===== src/rtl/stream_split2.sv =====
`default_nettype none
// ============================================================================
// Module   : stream_split2
// Brief    : Registered one-to-two valid/ready stream splitter with atomic
//            broadcast and a saturating drop counter.
// Revision : 1.0  initial release
// ============================================================================
module stream_split2 #(
    parameter int DW = 8
) (
    input  logic          clk,
    input  logic          rst,
    input  logic          s_valid,
    output logic          s_ready,
    input  logic [DW-1:0] s_data,
    input  logic [1:0]    s_dest,
    output logic          a_valid,
    input  logic          a_ready,
    output logic [DW-1:0] a_data,
    output logic          b_valid,
    input  logic          b_ready,
    output logic [DW-1:0] b_data,
    output logic [7:0]    drop_cnt
);

    localparam logic [7:0] c_DROP_MAX = 8'hFF;

    logic          r_a_valid;
    logic [DW-1:0] r_a_data;
    logic          r_b_valid;
    logic [DW-1:0] r_b_data;
    logic [7:0]    r_drop_cnt;

    logic w_a_free;
    logic w_b_free;
    logic w_accept;
    logic w_load_a;
    logic w_load_b;
    logic w_drop;

    // A slot counts as free when it is empty or its beat leaves this cycle.
    assign w_a_free = ~r_a_valid | a_ready;
    assign w_b_free = ~r_b_valid | b_ready;

    // Both selected slots must be free, which makes a broadcast all-or-nothing.
    assign s_ready  = (~s_dest[0] | w_a_free) & (~s_dest[1] | w_b_free);
    assign w_accept = s_valid & s_ready;
    assign w_load_a = w_accept & s_dest[0];
    assign w_load_b = w_accept & s_dest[1];
    assign w_drop   = w_accept & (s_dest == 2'b00);

    always_ff @(posedge clk) begin
        if (rst) begin
            r_a_valid  <= 1'b0;
            r_a_data   <= '0;
            r_b_valid  <= 1'b0;
            r_b_data   <= '0;
            r_drop_cnt <= '0;
        end else begin
            if (w_load_a) begin
                r_a_valid <= 1'b1;
                r_a_data  <= s_data;
            end else if (a_ready) begin
                r_a_valid <= 1'b0;
            end

            if (w_load_b) begin
                r_b_valid <= 1'b1;
                r_b_data  <= s_data;
            end else if (b_ready) begin
                r_b_valid <= 1'b0;
            end

            if (w_drop && (r_drop_cnt != c_DROP_MAX)) begin
                r_drop_cnt <= r_drop_cnt + 8'd1;
            end
        end
    end

    assign a_valid  = r_a_valid;
    assign a_data   = r_a_data;
    assign b_valid  = r_b_valid;
    assign b_data   = r_b_data;
    assign drop_cnt = r_drop_cnt;

endmodule
`default_nettype wire


===== config.mk =====
export PLATFORM = sky130hd
export DESIGN_NAME = stream_split2
export DESIGN_NICKNAME = d
export VERILOG_FILES = /design/src/rtl/stream_split2.sv
export SDC_FILE = /design/constraint.sdc
export NUM_CORES = 1
export LEC_CHECK = 0
export BUFFER_PORTS_ARGS = -buffer_cell sky130_fd_sc_hd__buf_2
export CORE_MARGIN = 2
export CORE_UTILIZATION = 45
export CTS_BUF_LIST = sky130_fd_sc_hd__clkbuf_16
export DETAILED_ROUTE_END_ITERATION = 8
export GPL_ROUTABILITY_DRIVEN = 0
export GPL_TIMING_DRIVEN = 1
export PLACE_DENSITY = 0.85
export SYNTH_ARGS = -nofsm -noshare
export SYNTH_HDL_FRONTEND = slang
export SYNTH_SLANG_ARGS = --single-unit

===== constraint.sdc =====
create_clock -name clk -period 1.94 [get_ports clk]
set_clock_uncertainty 0.15 [all_clocks]
set_input_delay 0.194 -clock clk [delete_from_list [all_inputs] [get_ports clk]]
set_output_delay 0.194 -clock clk [all_outputs]
set_load 0.02 [all_outputs]

==> results.tsv <==
stage	metric	value	unit
status	status	finished, final reports clean	
worst_setup_path	startpoint_type	flop	
timing	setup_viol	0	
clocking	cts_resized	0	
pwr	swShare	0.223	
synth	synthTopCellsByArea	dfxtp_1, o31ai_1, nand4_1	
cells_and_area	diodes	0	
pwr	powerDensity	844	nW/um^2
worst_setup_path	critPathKind	flop to flop	
synth	synthArstFlopShare	0	
synth	synth_cell_types	32	
timing	worst_slack	0.255	ns
worst_setup_path	reg2reg_slack	0.26	ns
synth	avgSynthCellArea	8.76	sq um
timing	clock.fmax	0.594	GHz
clocking	cts_hold_buf	0	
synth	synth_area_leader_cell	dfxtp_1	
timing	layout_min_cycle_time	1.68	ns
clocking	cts.sinks	26	
job	maxCapViolCount	0	
worst_setup_path	cp_cell_sequence	ha_1 -> and4_1 -> a21boi_2 -> mux2_2	
pwr	p_total	1.31	mW
clocking	post_cts_buffers	0	
route	postRouteWirelength	3320	microns
floorplan	die_x	56.8	microns
floorplan	die-height	56.8	microns
timing	rsz0062_at_grt	false	
worst_setup_path	cp.arrival	1.69	ns
global_routing	grt_pass1_wl	5350	microns
synth	ys_ff_latch	26	
clocking	cts_max_path_buffers	2	
cells_and_area	synthToLayoutAreaGrowth	23.8	%
clocking	root_buffer	clkbuf_16	
pwr	power_switching	0.292	mW
pwr	p_clk_frac	0.456	
timing	worstMarginPinSlew	0.613	ns
synth	synth_cells	143	
hold_path	hold_path.class	primary input to flop	
worst_setup_path	critPathSlowestCell	mux2_2	
place	dp_hpwl	2450	microns
route	ant_nets	0	
pwr	sequentialPowerShare	0.433	
clocking	cts_max_level	1	
route	first_pass_iters	4	
synth	synth_top_area_share	0.416	
floorplan	core	2710	sq um
route	vias	1271	
timing	finalCritPeriodShare	0.868	
route	drc	0	
floorplan	ios	42	
floorplan	initial_core_util	0.462	
route	post_drt_wl_per_cell	16.1	microns
synth	synth_edf_count	0	
worst_setup_path	critical_path_required	1.94	ns
worst_setup_path	cpPeakStageDelay	0.34	ns
synth	ys_seq_area_frac	0.416	
floorplan	dieArea	3220	sq um
synth	synth_nets	159	
timing	timing.final.max_slew_violations	0	
global_routing	grt_pass1_vias	1244	
route	drt-vias-per-instance	6.17	
pwr	ir_worst_vdd	0.871	mV
pwr	pwr-share-comb	0.111	
global_routing	grt_use_total	0.209	
place	io_buffers	41	
clocking	numCtsBuffers	3	
clocking	clkLatencyLatePin	0.26	ns
clocking	clk_pin_slew	0.06	ns
synth	ys.flop_type	dfxtp_1	
timing	totalNegativeSetupSlack	0	ns
route	initialDrtViolationCount	39	
global_routing	antenna_found_initial	0	
pwr	intPower	1.02	mW
place	pre_cts_ws	0.268	ns
synth	syn_area	1250	sq um
global_routing	grt-ovfl-total	0	
timing	max_slew_margin	0.591	
pwr	power.leakage	0.665	nW
floorplan	row_count	19	
worst_setup_path	end_kind	flop	
worst_setup_path	critPathMaxFanout	8	
cells_and_area	layout-drive-gt1-share	0.280	
cells_and_area	nNetsFinal	192	
clocking	cts_tree	built	
synth	yosys_warnings	0	
timing	hold_violations	0	
global_routing	grt_max_degree	29	
-- flip-flops by register name, summed over array words and instances, names as in the netlist --
| register | cells |
|---|---|
| b_valid | 1 |
| a_data | 8 |
| b_data | 8 |
| drop_cnt | 8 |
| a_valid | 1 |
-- cells in the final DEF (no fill, tap or decap), types with 2 or more instances in the layout --
master / Yosys / layout
clkbuf_16: 0 / 3
o31ai_1: 16 / 16
a21oi_1: 21 / 21
a41oi_1: 2 / 2
buf_2: 2 / 41
nand2_1: 3 / 3
nor2b_1: 4 / 4
nand2b_1: 4 / 4
nor2_1: 5 / 5
dfxtp_1: 26 / 26
nand4_1: 17 / 17
and3_1: 4 / 4
and2_1: 4 / 4
nand3b_1: 2 / 2
a31oi_1: 3 / 3
and3b_1: 2 / 2
a211oi_1: 3 / 3
-- critical path: cells and delay by family (launching register included) --
family                   cells  cell delay (ns)
AO/OA/AOI/OAI                1             0.17
multiplexers                 1             0.34
adder cells (fa/ha/maj)      1             0.30
AND/OR/NAND/NOR              1             0.28
flip-flops                   1             0.33
-- worst paths after layout --
check           endpoint   startpoint  cells past startpoint
max          drop_cnt[0]  drop_cnt[0]                      4
min            a_data[2]    s_data[2]                      3
max reg2reg  drop_cnt[0]  drop_cnt[0]                      4
min reg2reg    a_data[5]    a_data[5]                      2
-- layout make-up --
| class | instances | area [sq um] |
|---|---|---|
| Multi-Input combinational cell | 102 | 669 |
| Clock inverter | 1 | 30.0 |
| Clock buffer | 3 | 75.1 |
| Fill cell | 262 | 1160 |
| Inverter | 1 | 3.75 |
| Tap cell | 31 | 38.8 |
| Sequential cell | 26 | 520 |
| Timing Repair Buffer | 42 | 213 |
-- Yosys cell counts, types with 2 or more instances --
cell and instances:
buf_1 2, dfxtp_1 26, and3_1 4, buf_2 2, and2_1 4, nand3b_1 2, nor2_1 5, and3b_1 2
clkbuf_1 9, nand2b_1 4, nand4_1 17, a41oi_1 2, nand2_1 3, a21oi_1 21, o31ai_1 16, nor2b_1 4
a31oi_1 3, a211oi_1 3
-- power groups by stage --
stage / combinational (mW) / clock, mW / sequential (mW)
after floorplan: 0.0671 / 0 / 0.600
after global placement: 0.139 / 0 / 0.576
after detailed placement: 0.144 / 0 / 0.577
after CTS: 0.145 / 0.604 / 0.565
after global routing: 0.157 / 0.630 / 0.568
final: 0.146 / 0.597 / 0.566
-- through the flow --
| stage | cells | hold slack [ns] | util | area (sq um) |
|---|---|---|---|---|
| after global placement | 202 | 0.306 | 0.533 | 1450 |
| after floorplan | 143 | 0.194 | - | 1250 |
| final | 206 | 0.0569 | 0.572 | 1550 |
| after detailed placement | 202 | 0.313 | 0.533 | 1450 |
| after CTS | 206 | 0.0535 | 0.572 | 1550 |
| after global routing | 206 | 0.0670 | 0.572 | 1550 |
-- routing by layer --
layer / GRT usage / wire, microns
met5: 0 / 0
met4: 0.0598 / 23
met3: 0.0668 / 246
met2: 0.362 / 1680
met1: 0.246 / 1370
-- cells by family (layout without fill, tap and decap cells) --
group                      after synthesis  in the layout  synth area share
adders and majority gates                1              1           0.00999
AOI/OAI and AO/OA                       48             48             0.251
DFF                                     26             26             0.416
and+or+nand+nor                         51             51             0.257
muxes                                    2              2            0.0170
buffers and inverters                   15             47            0.0500
(Power assumes the default switching activity.)
